--- src/rtl/multicycle_ctrl_pkg.sv ---
// Shared encodings for the multi-cycle MIPS sequencer: opcodes, functs, ALUOp codes,
// datapath mux selects and FSM state names.
package multicycle_ctrl_pkg;

    localparam logic [5:0] OP_RTYPE = 6'h00;
    localparam logic [5:0] OP_J     = 6'h02;
    localparam logic [5:0] OP_BEQ   = 6'h04;
    localparam logic [5:0] OP_BNE   = 6'h05;
    localparam logic [5:0] OP_SLTI  = 6'h0a;
    localparam logic [5:0] OP_ORI   = 6'h0d;
    localparam logic [5:0] OP_LUI   = 6'h0f;
    localparam logic [5:0] OP_LW    = 6'h23;
    localparam logic [5:0] OP_SW    = 6'h2b;

    localparam logic [5:0] FUNCT_SLL  = 6'h00;
    localparam logic [5:0] FUNCT_SRL  = 6'h02;
    localparam logic [5:0] FUNCT_ADDU = 6'h21;
    localparam logic [5:0] FUNCT_SUBU = 6'h23;
    localparam logic [5:0] FUNCT_SLT  = 6'h2a;

    localparam logic [4:0] ALUOP_NOP  = 5'd0;
    localparam logic [4:0] ALUOP_ADDU = 5'd1;
    localparam logic [4:0] ALUOP_SUBU = 5'd2;
    localparam logic [4:0] ALUOP_SLL  = 5'd3;
    localparam logic [4:0] ALUOP_SRL  = 5'd4;
    localparam logic [4:0] ALUOP_SLT  = 5'd5;
    localparam logic [4:0] ALUOP_BEQ  = 5'd6;
    localparam logic [4:0] ALUOP_BNE  = 5'd7;
    localparam logic [4:0] ALUOP_SLTI = 5'd8;
    localparam logic [4:0] ALUOP_ORI  = 5'd9;
    localparam logic [4:0] ALUOP_LW   = 5'd10;
    localparam logic [4:0] ALUOP_LUI  = 5'd11;
    localparam logic [4:0] ALUOP_SW   = 5'd12;
    localparam logic [4:0] ALUOP_J    = 5'd13;

    localparam logic REG_DST_RT = 1'b0;
    localparam logic REG_DST_RD = 1'b1;
    localparam logic EXT_ZERO   = 1'b0;
    localparam logic EXT_SIGNED = 1'b1;
    localparam logic IORD_PC     = 1'b0;
    localparam logic IORD_ALUOUT = 1'b1;
    localparam logic SRCA_PC = 1'b0;
    localparam logic SRCA_RS = 1'b1;

    localparam logic [1:0] ALUSRCB_RT      = 2'b00;
    localparam logic [1:0] ALUSRCB_FOUR    = 2'b01;
    localparam logic [1:0] ALUSRCB_IMM     = 2'b10;
    localparam logic [1:0] ALUSRCB_IMM_SL2 = 2'b11;

    localparam logic [1:0] PCSRC_ALU    = 2'b00;
    localparam logic [1:0] PCSRC_ALUOUT = 2'b01;
    localparam logic [1:0] PCSRC_JUMP   = 2'b10;

    localparam logic [3:0] MC_FETCH    = 4'd0;
    localparam logic [3:0] MC_DECODE   = 4'd1;
    localparam logic [3:0] MC_EXEC_R   = 4'd2;
    localparam logic [3:0] MC_EXEC_I   = 4'd3;
    localparam logic [3:0] MC_MEM_ADDR = 4'd4;
    localparam logic [3:0] MC_MEM_RD   = 4'd5;
    localparam logic [3:0] MC_MEM_WR   = 4'd6;
    localparam logic [3:0] MC_WB_MEM   = 4'd7;
    localparam logic [3:0] MC_WB_ALU   = 4'd8;
    localparam logic [3:0] MC_BRANCH   = 4'd9;
    localparam logic [3:0] MC_JUMP     = 4'd10;

    // Which post-decode path an instruction takes.
    typedef enum logic [2:0] {
        CLS_NONE,
        CLS_RTYPE,
        CLS_IALU,
        CLS_MEM,
        CLS_BRANCH,
        CLS_JUMP
    } iclass_e;

endpackage

--- src/rtl/mc_alu_decode.sv ---
// Combinational instruction decode: OpCode/Funct to ALUOp, ExtOp, RegDst, class and legality.
module mc_alu_decode
    import multicycle_ctrl_pkg::*;
#(
    parameter int unsigned ALUOP_W = 5
) (
    input  logic [5:0]         opcode,
    input  logic [5:0]         funct,
    output logic [ALUOP_W-1:0] aluop,
    output logic               extop,
    output logic               regdst,
    output logic               legal,
    output iclass_e            iclass
);

    logic [4:0] op5;

    always_comb begin
        op5    = ALUOP_NOP;
        extop  = EXT_ZERO;
        regdst = REG_DST_RT;
        legal  = 1'b1;
        iclass = CLS_NONE;
        case (opcode)
            OP_RTYPE: begin
                iclass = CLS_RTYPE;
                regdst = REG_DST_RD;
                case (funct)
                    FUNCT_ADDU: op5 = ALUOP_ADDU;
                    FUNCT_SUBU: op5 = ALUOP_SUBU;
                    FUNCT_SLL:  op5 = ALUOP_SLL;
                    FUNCT_SRL:  op5 = ALUOP_SRL;
                    FUNCT_SLT:  op5 = ALUOP_SLT;
                    default: begin
                        legal  = 1'b0;
                        iclass = CLS_NONE;
                    end
                endcase
            end
            OP_SLTI: begin
                iclass = CLS_IALU;
                op5    = ALUOP_SLTI;
                extop  = EXT_SIGNED;
            end
            OP_ORI: begin
                iclass = CLS_IALU;
                op5    = ALUOP_ORI;
            end
            OP_LUI: begin
                iclass = CLS_IALU;
                op5    = ALUOP_LUI;
                extop  = EXT_SIGNED;
            end
            OP_LW: begin
                iclass = CLS_MEM;
                op5    = ALUOP_LW;
                extop  = EXT_SIGNED;
            end
            OP_SW: begin
                iclass = CLS_MEM;
                op5    = ALUOP_SW;
                extop  = EXT_SIGNED;
            end
            OP_BEQ: begin
                iclass = CLS_BRANCH;
                op5    = ALUOP_BEQ;
            end
            OP_BNE: begin
                iclass = CLS_BRANCH;
                op5    = ALUOP_BNE;
            end
            OP_J: begin
                iclass = CLS_JUMP;
                op5    = ALUOP_J;
            end
            default: legal = 1'b0;
        endcase
    end

    assign aluop = ALUOP_W'(op5);

endmodule

--- src/rtl/multicycle_ctrl.sv ---
// Multi-cycle MIPS control FSM: sequences fetch/decode/execute/memory/writeback over one ALU
// and one unified memory port, stalling on mem_ready.
module multicycle_ctrl
    import multicycle_ctrl_pkg::*;
#(
    parameter int unsigned STATE_W = 4,
    parameter int unsigned ALUOP_W = 5
) (
    input  logic               clk,
    input  logic               rst,
    input  logic [5:0]         OpCode,
    input  logic [5:0]         Funct,
    input  logic               Zero,
    input  logic               mem_ready,
    output logic               PCWr,
    output logic               IRWr,
    output logic               IorD,
    output logic               MemRead,
    output logic               MemWrite,
    output logic               RegWrite,
    output logic               RegDst,
    output logic               Mem2Reg,
    output logic               ALUSrcA,
    output logic [1:0]         ALUSrcB,
    output logic               ExtOp,
    output logic [ALUOP_W-1:0] ALUOp,
    output logic [1:0]         PCSrc,
    output logic [STATE_W-1:0] state,
    output logic               illegal
);

    logic [3:0]         state_q, state_d;
    logic [ALUOP_W-1:0] dec_aluop;
    logic               dec_extop;
    logic               dec_regdst;
    logic               dec_legal;
    iclass_e            dec_class;

    mc_alu_decode #(
        .ALUOP_W (ALUOP_W)
    ) u_alu_decode (
        .opcode (OpCode),
        .funct  (Funct),
        .aluop  (dec_aluop),
        .extop  (dec_extop),
        .regdst (dec_regdst),
        .legal  (dec_legal),
        .iclass (dec_class)
    );

    always_ff @(posedge clk) begin
        if (rst) begin
            state_q <= MC_FETCH;
        end else begin
            state_q <= state_d;
        end
    end

    always_comb begin
        state_d  = MC_FETCH;
        PCWr     = 1'b0;
        IRWr     = 1'b0;
        IorD     = IORD_PC;
        MemRead  = 1'b0;
        MemWrite = 1'b0;
        RegWrite = 1'b0;
        RegDst   = REG_DST_RT;
        Mem2Reg  = 1'b0;
        ALUSrcA  = SRCA_PC;
        ALUSrcB  = ALUSRCB_RT;
        ExtOp    = EXT_ZERO;
        ALUOp    = '0;
        PCSrc    = PCSRC_ALU;
        illegal  = 1'b0;

        case (state_q)
            MC_FETCH: begin
                MemRead = 1'b1;
                ALUSrcB = ALUSRCB_FOUR;
                ALUOp   = ALUOP_W'(ALUOP_ADDU);
                if (mem_ready) begin
                    IRWr    = 1'b1;
                    PCWr    = 1'b1;
                    state_d = MC_DECODE;
                end else begin
                    state_d = MC_FETCH;
                end
            end
            MC_DECODE: begin
                // Speculatively form the branch target into ALUOut.
                ALUSrcB = ALUSRCB_IMM_SL2;
                ExtOp   = EXT_SIGNED;
                ALUOp   = ALUOP_W'(ALUOP_ADDU);
                if (!dec_legal) begin
                    illegal = 1'b1;
                    state_d = MC_FETCH;
                end else begin
                    case (dec_class)
                        CLS_RTYPE:  state_d = MC_EXEC_R;
                        CLS_IALU:   state_d = MC_EXEC_I;
                        CLS_MEM:    state_d = MC_MEM_ADDR;
                        CLS_BRANCH: state_d = MC_BRANCH;
                        CLS_JUMP:   state_d = MC_JUMP;
                        default:    state_d = MC_FETCH;
                    endcase
                end
            end
            MC_EXEC_R: begin
                ALUSrcA = SRCA_RS;
                ALUSrcB = ALUSRCB_RT;
                ALUOp   = dec_aluop;
                state_d = MC_WB_ALU;
            end
            MC_EXEC_I: begin
                ALUSrcA = SRCA_RS;
                ALUSrcB = ALUSRCB_IMM;
                ExtOp   = dec_extop;
                ALUOp   = dec_aluop;
                state_d = MC_WB_ALU;
            end
            MC_MEM_ADDR: begin
                ALUSrcA = SRCA_RS;
                ALUSrcB = ALUSRCB_IMM;
                ExtOp   = EXT_SIGNED;
                ALUOp   = dec_aluop;
                state_d = (OpCode == OP_SW) ? MC_MEM_WR : MC_MEM_RD;
            end
            MC_MEM_RD: begin
                MemRead = 1'b1;
                IorD    = IORD_ALUOUT;
                state_d = mem_ready ? MC_WB_MEM : MC_MEM_RD;
            end
            MC_MEM_WR: begin
                MemWrite = 1'b1;
                IorD     = IORD_ALUOUT;
                state_d  = mem_ready ? MC_FETCH : MC_MEM_WR;
            end
            MC_WB_MEM: begin
                RegWrite = 1'b1;
                RegDst   = REG_DST_RT;
                Mem2Reg  = 1'b1;
                state_d  = MC_FETCH;
            end
            MC_WB_ALU: begin
                // ALUOp held so ALUOut stays stable for the register write.
                RegWrite = 1'b1;
                RegDst   = dec_regdst;
                ALUOp    = dec_aluop;
                state_d  = MC_FETCH;
            end
            MC_BRANCH: begin
                ALUSrcA = SRCA_RS;
                ALUSrcB = ALUSRCB_RT;
                ALUOp   = dec_aluop;
                PCSrc   = PCSRC_ALUOUT;
                PCWr    = ((OpCode == OP_BEQ) && Zero) || ((OpCode == OP_BNE) && !Zero);
                state_d = MC_FETCH;
            end
            MC_JUMP: begin
                PCSrc   = PCSRC_JUMP;
                PCWr    = 1'b1;
                state_d = MC_FETCH;
            end
            default: state_d = MC_FETCH;
        endcase

        // Reset wins over everything so no write strobe escapes an aborted instruction.
        if (rst) begin
            PCWr     = 1'b0;
            IRWr     = 1'b0;
            IorD     = 1'b0;
            MemRead  = 1'b0;
            MemWrite = 1'b0;
            RegWrite = 1'b0;
            RegDst   = 1'b0;
            Mem2Reg  = 1'b0;
            ALUSrcA  = 1'b0;
            ALUSrcB  = 2'b00;
            ExtOp    = 1'b0;
            ALUOp    = '0;
            PCSrc    = 2'b00;
            illegal  = 1'b0;
        end
    end

    assign state = rst ? '0 : STATE_W'(state_q);

endmodule

--- config.mk ---
export PLATFORM = sky130hd
export DESIGN_NAME = multicycle_ctrl
export DESIGN_NICKNAME = d
export VERILOG_FILES = /design/src/rtl/multicycle_ctrl_pkg.sv /design/src/rtl/mc_alu_decode.sv /design/src/rtl/multicycle_ctrl.sv
export SDC_FILE = /design/constraint.sdc
export NUM_CORES = 1
export LEC_CHECK = 0
export ABC_CLOCK_PERIOD_IN_PS = 3900
export CAP_MARGIN = 20
export CELL_PAD_IN_SITES_DETAIL_PLACEMENT = 0
export CELL_PAD_IN_SITES_GLOBAL_PLACEMENT = 1
export CORE_MARGIN = 2
export CORE_UTILIZATION = 31
export CTS_BUF_LIST = sky130_fd_sc_hd__clkbuf_16
export DETAILED_ROUTE_END_ITERATION = 10
export MAX_ROUTING_LAYER = met4
export PLACE_DENSITY = 0.95
export SLEW_MARGIN = 20
export SYNTH_ARGS = -nofsm -noshare
export SYNTH_HDL_FRONTEND = slang
export SYNTH_SLANG_ARGS = --single-unit
export TNS_END_PERCENT = 100
--- constraint.sdc ---
create_clock -name clk -period 3.9 [get_ports clk]
set_clock_uncertainty 0.2 [all_clocks]
set_input_delay 0.39 -clock clk [delete_from_list [all_inputs] [get_ports clk]]
set_output_delay 0.39 -clock clk [all_outputs]
set_load 0.02 [all_outputs]
# Yosys cells after proc, flatten, opt, wreduce, memory -nomap -nowiden
# Index checks and enable logic that the tools add are counted.
# W data, S select, Z words.
[totals]
reg_bits = 4
out_inout_bits = 24
elab_cells = 96
[classes]
muxes = 46
eq_ne = 27
reduce_logical = 22
[op_table]
columns = ["cell", "n"]
rows = [
  ["$pmux W5 S9", 1],
  ["$eq A6 B6 Y1 const B", 5],
  ["$pmux W3 S5", 2],
  ["$mux W1", 27],
  ["$pmux W4 S6", 1],
  ["$pmux W4 S5", 1],
  ["$eq A6 B4 Y1 const B", 3],
  ["$reduce_or A2 Y1", 9],
  ["$eq A4 B3 Y1 const B", 4],
  ["$eq A4 B4 Y1 const B", 3],
  ["$eq A6 B2 Y1 const B", 2],
  ["$eq A6 B3 Y1 const B", 2],
  ["$logic_not A6 Y1", 2],
  ["$pmux W5 S2", 1],
  ["$reduce_or A5 Y1", 2],
  ["$eq A4 B2 Y1 const B", 2],
  ["$mux W2", 4],
  ["$mux W4", 2],
  ["$reduce_or A4 Y1", 2],
  ["$reduce_or A8 Y1", 1],
  ["$eq A3 B2 Y1 const B", 2],
  ["$eq A3 B3 Y1 const B", 2],
  ["$pmux W2 S3", 1],
  ["$mux W5", 1],
  ["other kinds (11)", 13],
]

# Longest topological paths before layout
# Gate-level depths: netlist of run 1.
[depth]
word_depth = 8
ltp_mapped = 5

# By module
# Synthesis of run 1 repeated with hierarchy kept, for this count alone.
[unflattened]
cells_unflattened = 152
area_unflattened_um2 = 991.0
[modules_own_cells]
columns = ["module", "seq_area_each_um2", "cells_per_inst", "area_per_inst_um2", "instances"]
rows = [
  ["multicycle_ctrl", 80.1, 91, 613.1, 1],
  ["mc_alu_decode", 0.0, 61, 377.9, 1],
]

# Least setup slack after synthesis of run 1
# Ideal clock, no wire load.
[synth_path]
kind = "input to output"
start = "input OpCode[1]"
end = "output ALUOp[3]"
setup_slack_ps = 1384
t_arrival_ps = 1926
n_path_buf = 1
path_stages = 5
path_cell_list = "buf_6 or3_4 a211oi_2 nor3_1 nor4b_1"
[synth_via]
elab_chain_len = 4
word_cells_on_any_way = 12
cone_classes = "8 x eq/ne; 3 x mux; 1 x reduce/logical"
[synth_rtl]
columns = ["item", "line", "text"]
rows = [
  ["from (decl)", "multicycle_ctrl.sv:11", "input logic [5:0] OpCode,"],
  ["$eq A6 B2 Y1, or another cell as far along", "mc_alu_decode.sv:24", "case (opcode)"],
  ["$pmux W5 S9 (*)", "mc_alu_decode.sv:24", ""],
  ["$pmux W5 S2 (*)", "multicycle_ctrl.sv:76", "case (state_q)"],
  ["$mux W5 (*)", "multicycle_ctrl.sv:168", "if (rst) begin"],
  ["to (decl)", "multicycle_ctrl.sv:26", "output logic [ALUOP_W-1:0] ALUOp,"],
]
# Every way passes the cells marked *; elsewhere a longest branch is shown, timed or not.

# Final worst setup path of run 1
[layout_path]
start = "input OpCode[3]"
end = "output ALUOp[0]"
# Same word-level chain as after synthesis.

==> results.json, run 1 <==
{
  "status": "finished, violations left",
  "violations": "design-rule violations",
  "via_per_inst": 5.68,
  "max_cap_viol_count": 0,
  "io_buffers": 38,
  "areaGrowthSynthToFinish_pct": 48.4,
  "tightest_slew_ns": 0.681,
  "cpMostUsedCell": "clkdlybuf4s50_1",
  "grt_pass1_wl_mm": 4.72,
  "p_sw_w": 0.0000860,
  "initial_core_util_pct": 33.2,
  "nNetsFinal": 188,
  "p_leak_nw": 0.497,
  "p_sw_share_pct": 27.9,
  "top_regs": "state_q (4)",
  "synth-xor-area-share_pct": 4.70,
  "grt_max_degree": 18,
  "die_height_um": 58.8,
  "rows": 19,
  "clk_root_buffer_cell": "clkbuf_16",
  "syn-cell-area_um2": 931,
  "finalCoreUtilization_pct": 49.2,
  "cp_max_fo": 12,
  "cp.arrival_ns": 2.75,
  "cts-hold-fix-buffers": 0,
  "cpMaxStageDelayCell": "clkdlybuf4s50_1",
  "drt-initial-drc-count": 34,
  "crit_family": "buffers and inverters",
  "syn_area_per_cell_um2": 6.70,
  "cp_num_buf_inv": 2,
  "slew_headroom_pct": 54.2,
  "synth_top_family_by_area": "simple AND/OR/NAND/NOR gates",
  "place.gp.congestion": 0.889,
  "post_cts_buffers": 0,
  "drv_slew": 0,
  "fin_setup_tns_ns": 0,
  "yosys_register_bits": 4,
  "clockBufferDepth": 2,
  "wl_per_cell_um": 14.0,
  "final-setup-viol-count": 0,
  "synth.distinct_cells": 54,
  "synth_fp_nets": 155,
  "vdd_drop_max_mv": 0.300,
  "r2r_setup_slack_ns": 2.15,
  "synth_edf_count": 0,
  "cts_resized": 0,
  "slowest_delay_ns": 0.66,
  "grt_usage_pct": 17.7,
  "critPathLaunchType": "input pin",
  "hold_viol_final": 0,
  "antenna_found_initial": 0,
  "synth_area_leaders": "dfxtp_1 (8.6%), nor2b_1 (6.0%), nor3_1 (5.9%)",
  "hold_path.class": "register to register",
  "setup.worst_path.class": "input pin to output port",
  "rsz0062_at_grt": "false",
  "vias": 1141,
  "power_density_mw_per_mm2": 223,
  "die_area_mm2": 0.00346,
  "core_area_mm2": 0.00281,
  "internal_power_w": 0.000222,
  "combPwrFrac_pct": 33.4,
  "largest_register_ffs": 4,
  "ys.flop_type": "dfxtp_1",
  "clockPowerShare_pct": 50.8,
  "die-width_um": 58.8,
  "crit_required_ns": 3.31,
  "place.detailed.hpwl_mm": 2.17,
  "seqPwrFrac_pct": 15.8,
  "firstDrtPassIters": 7,
  "synthMuxAreaShare_pct": 3.49,
  "cts.sinks": 4,
  "drc": 1,
  "grt_overflow": 0,
  "clock_latency_ns": 0.22,
  "top_register": "state_q",
  "yosysTopAreaCell": "dfxtp_1",
  "cts_tree": "done",
  "synth_adder_area_share_pct": 0,
  "htree_levels": 1,
  "drive_gt1_share_pct": 7.65,
  "wl_mm": 2.82,
  "path_cells": "clkdlybuf4s50_1, or3_4, a211oi_2, nor3_1, o41ai_2, clkdlybuf4s50_1",
  "fmax_ghz": 0.299,
  "cts_made_buffers": 3,
  "async_reset_ff_share_pct": 0,
  "synth_compound_area_share_pct": 28.8,
  "synthCells": 139,
  "min_period_ns": 3.34,
  "ys.warnings.count": 0,
  "synthSimpleGateAreaFrac_pct": 45.3,
  "ant_nets": 0,
  "yosysTopAreaCellShare_pct": 8.60,
  "n_antenna_cell": 0,
  "end_kind": "output port",
  "grt_pass1_vias": 1002,
  "path_clk_slew_ns": 0.03,
  "io_pins": 40,
  "period_share_pct": 85.7,
  "seq_area_frac_synth_pct": 8.60
}
==> synth_stat cells, drive strengths merged, types with 2 or more instances <==
library cell,instances
a21oi,4
a31oi,7
nor3b,2
mux2,2
and2,4
nand2,9
dfxtp,4
nor2,14
nand3,4
nand4b,2
clkbuf,6
nand2b,5
nor3,12
nand4,2
nor2b,9
xnor2,3
buf,7
or3,2
a211o,2
a2111oi,2
inv,4
xor2,2
o21ai,3
and3,4
a211oi,2
==> cells by family after synthesis <==
kind of cell / after synthesis
mux: 3
xor+xnor: 5
other cells: 1
flops: 4
buf+inv: 17
compound gates: 34
simple gates: 75
==> worst register-to-register path, cell delays in order, from the launching register on <==
cell	delay, ns
dfxtp_1	0.67
nor2b_1	0.33
nand2_1	0.13
a21oi_1	0.15
o2bb2ai_1	0.17
==> power by group through the flow <==
stage / combinational [W] / clock, W / sequential (W)
after floorplan: 0.0000659 / 0 / 0.0000436
after global placement: 0.000102 / 0 / 0.0000486
after detailed placement: 0.000102 / 0 / 0.0000490
after CTS: 0.000103 / 0.000160 / 0.0000486
after global routing: 0.000113 / 0.000164 / 0.0000492
final: 0.000103 / 0.000157 / 0.0000486
==> final cells by class <==
cell class                      instances  area [µm²]
Timing Repair Buffer                   41         403
Fill cell                             273        1420
Inverter                                4        15.0
Tap cell                               31        38.8
Clock buffer                            3        75.1
Sequential cell                         4        80.1
Multi-Input combinational cell        118         769
==> metrics by stage <==
step / instances / power, W / worst slack, ns / area (µm²) / hold WS (ns)
2_1_floorplan: 139 / 0.000109 / 1.38 / 931 / 0.386
3_3_place_gp: 198 / 0.000150 / 0.572 / 1310 / 0.472
3_5_place_dp: 198 / 0.000151 / 0.564 / 1310 / 0.487
4_1_cts: 201 / 0.000311 / 0.561 / 1380 / 0.494
5_1_grt: 201 / 0.000326 / 0.397 / 1380 / 0.540
6_report: 201 / 0.000308 / 0.560 / 1380 / 0.493
==> cells in the final DEF, fill, tap and decap left out, drive strengths merged, types with 2 or more instances in the layout <==
cell type / Yosys / final
nand4b: 2 / 2
nand2: 9 / 9
clkdlybuf4s50: 0 / 38
mux2: 2 / 2
and3: 4 / 4
nor2: 14 / 14
a211o: 2 / 2
a21oi: 4 / 4
nand3: 4 / 4
o21ai: 3 / 3
dfxtp: 4 / 4
buf: 7 / 3
nor3: 12 / 12
a2111oi: 2 / 2
inv: 4 / 4
clkbuf: 6 / 3
nor3b: 2 / 2
nand2b: 5 / 5
and2: 4 / 4
xor2: 2 / 2
nor2b: 9 / 9
a31oi: 7 / 7
nand4: 2 / 2
xnor2: 3 / 3
a211oi: 2 / 2
or3: 2 / 2
==> routing by layer <==
layer | GRT usage (%) | vias up | routed length [µm]
li1 | - | 581 | -
met1 | 25.7 | 529 | 1380
met2 | 26.0 | 28 | 1310
met3 | 1.98 | 3 | 114
met4 | 4.55 | 0 | 18
met5 | - | - | 0
==> path summary, 6_finish.rpt <==
check / from / endpoint / depth (start not counted)
worst min register to register: state_q[3]$_SDFF_PP0_ / state_q[2]$_SDFF_PP0_ / 1
worst min-delay path: state_q[3]$_SDFF_PP0_ / state_q[2]$_SDFF_PP0_ / 1
worst max-delay path: OpCode[3] / ALUOp[0] / 6
worst max register to register: state_q[0]$_SDFF_PP0_ / state_q[0]$_SDFF_PP0_ / 4
No activity file was read; power rests on OpenSTA's default activity.
==> inputs of run 2 (changes only) <==
--- a/config.mk
+++ b/config.mk
@@ -6,13 +6,13 @@
 export NUM_CORES = 1
 export LEC_CHECK = 0
 export ABC_CLOCK_PERIOD_IN_PS = 3900
-export CAP_MARGIN = 20
 export CELL_PAD_IN_SITES_DETAIL_PLACEMENT = 0
 export CELL_PAD_IN_SITES_GLOBAL_PLACEMENT = 1
 export CORE_MARGIN = 2
 export CORE_UTILIZATION = 31
 export CTS_BUF_LIST = sky130_fd_sc_hd__clkbuf_16
 export DETAILED_ROUTE_END_ITERATION = 10
+export GPL_TIMING_DRIVEN = 0
 export MAX_ROUTING_LAYER = met4
 export PLACE_DENSITY = 0.95
 export SLEW_MARGIN = 20
==> run 2 against run 1 <==
  * The flow still finishes with violations (design-rule violations)
  * Clock power is essentially flat
  * Global-route usage grew 1.4 points
  * Cell area grew 2.4%
  * Wire length grew 5.3%
  * Cell count grew 4.5%
  * Register-to-register slack lost 0.08 ns
  * Highest routed layer unchanged
==> results.json, run 2 (same netlist as run 1, synthesis figures left out) <==
{
  "die_height_um": 58.8,
  "post_cts_buffers": 0,
  "top_register": "state_q",
  "drv_slew": 0,
  "drc": 1,
  "n_antenna_cell": 0,
  "firstDrtPassIters": 7,
  "drive_gt1_share_pct": 9.50,
  "grt_overflow": 0,
  "cts-hold-fix-buffers": 0,
  "clock_latency_ns": 0.22,
  "crit_required_ns": 3.31,
  "min_period_ns": 3.29,
  "place.detailed.hpwl_mm": 2.33,
  "initial_core_util_pct": 33.2,
  "tightest_slew_ns": 0.702,
  "final-setup-viol-count": 0,
  "clockBufferDepth": 2,
  "slew_headroom_pct": 52.8,
  "cts_resized": 0,
  "cp_max_fo": 10,
  "clk_root_buffer_cell": "clkbuf_16",
  "instances_no_fill": 210,
  "grt_pass1_vias": 1077,
  "dp.cells": 207,
  "fin_setup_tns_ns": 0,
  "htree_levels": 1,
  "hold_path.class": "input pin to register",
  "largest_register_ffs": 4,
  "p_leak_nw": 0.517,
  "top_regs": "state_q (4)",
  "finalPower_w": 0.000315,
  "cts.sinks": 4,
  "mostFrequentLayoutCells": "clkdlybuf4s50_1 (37), nor2_1 (14), nor3_1 (11), nor2b_1 (9), nand2_1 (9)",
  "cp.arrival_ns": 2.70,
  "cts_made_buffers": 3,
  "vdd_drop_max_mv": 0.294,
  "setup.worst_path.class": "input pin to output port",
  "rows": 19,
  "cts_tree": "done",
  "die_area_mm2": 0.00346,
  "r2r_setup_slack_ns": 2.07,
  "place.gp.congestion": 0.870,
  "vias": 1172,
  "grt_max_degree": 11,
  "die-width_um": 58.8,
  "io_pins": 40,
  "final_common_cell": "clkdlybuf4s50_1",
  "grt_usage_pct": 19.1,
  "core_area_mm2": 0.00281,
  "drt-initial-drc-count": 53,
  "period_share_pct": 84.4,
  "end_kind": "output port",
  "hold_viol_final": 0,
  "io_buffers": 37,
  "grt_pass1_wl_mm": 5.00,
  "critPathLaunchType": "input pin",
  "max_cap_viol_count": 0,
  "violations": "design-rule violations",
  "status": "finished, violations left",
  "rsz0062_at_grt": "false",
  "power_density_mw_per_mm2": 222,
  "wl_mm": 2.97,
  "areaGrowthSynthToFinish_pct": 52.0,
  "wl_per_cell_um": 14.1,
  "fmax_ghz": 0.304,
  "antenna_found_initial": 0,
  "path_clk_slew_ns": 0.03,
  "nNetsFinal": 197,
  "via_per_inst": 5.58,
  "ant_nets": 0
}
## run 2: stage by stage
stage,setup slack [ns],hold WS [ns],area [µm²],util (%)
final,0.607,0.536,1420,50.4
after global routing,0.399,0.568,1420,50.4
after CTS,0.634,0.523,1420,50.4
after detailed placement,0.639,0.547,1340,47.8
after global placement,0.643,0.546,1340,47.8
after floorplan,1.38,0.386,931,-
## run 2: cell type report
cell class              count  area, µm²
well taps                  31       38.8
inverters                   4       15.0
fillers                   291       1390
multi-input cells         118        769
plain buffers              13       66.3
repair buffers             37        370
clock buffers               3       75.1
flip-flops and latches      4       80.1
## run 2: metal layers
layer	track usage, %	share of wire (%)
met4	6.17	0.74
met2	29.2	47
met5	-	0
met3	1.32	4.6
met1	26.6	48
## run 2: worst max-delay path, cell delays in order
cell and delay (ns):
clkdlybuf4s50_1 0.43, buf_2 0.18, nor4_1 0.36, and3_1 0.28, nand2_1 0.09, a2111oi_2 0.31, clkdlybuf4s50_1 0.66
## run 2: final timing paths
kind / from / cells past startpoint / to
max: OpCode[2] / 7 / ALUOp[1]
min: OpCode[4] / 3 / state_q[0]$_SDFF_PP0_
max reg2reg: state_q[0]$_SDFF_PP0_ / 5 / state_q[2]$_SDFF_PP0_
min reg2reg: state_q[2]$_SDFF_PP0_ / 3 / state_q[1]$_SDFF_PP0_
## run 2: where the power goes
| group | switching [W] | leakage, nW | internal [W] | total, W |
|---|---|---|---|---|
| logic | 0.0000611 | 0.447 | 0.0000505 | 0.000112 |
| clock network | 0.0000287 | 0.0370 | 0.000131 | 0.000160 |
| registers | 0.000000669 | 0.0325 | 0.0000426 | 0.0000433 |
| total | 0.0000905 | 0.517 | 0.000224 | 0.000315 |
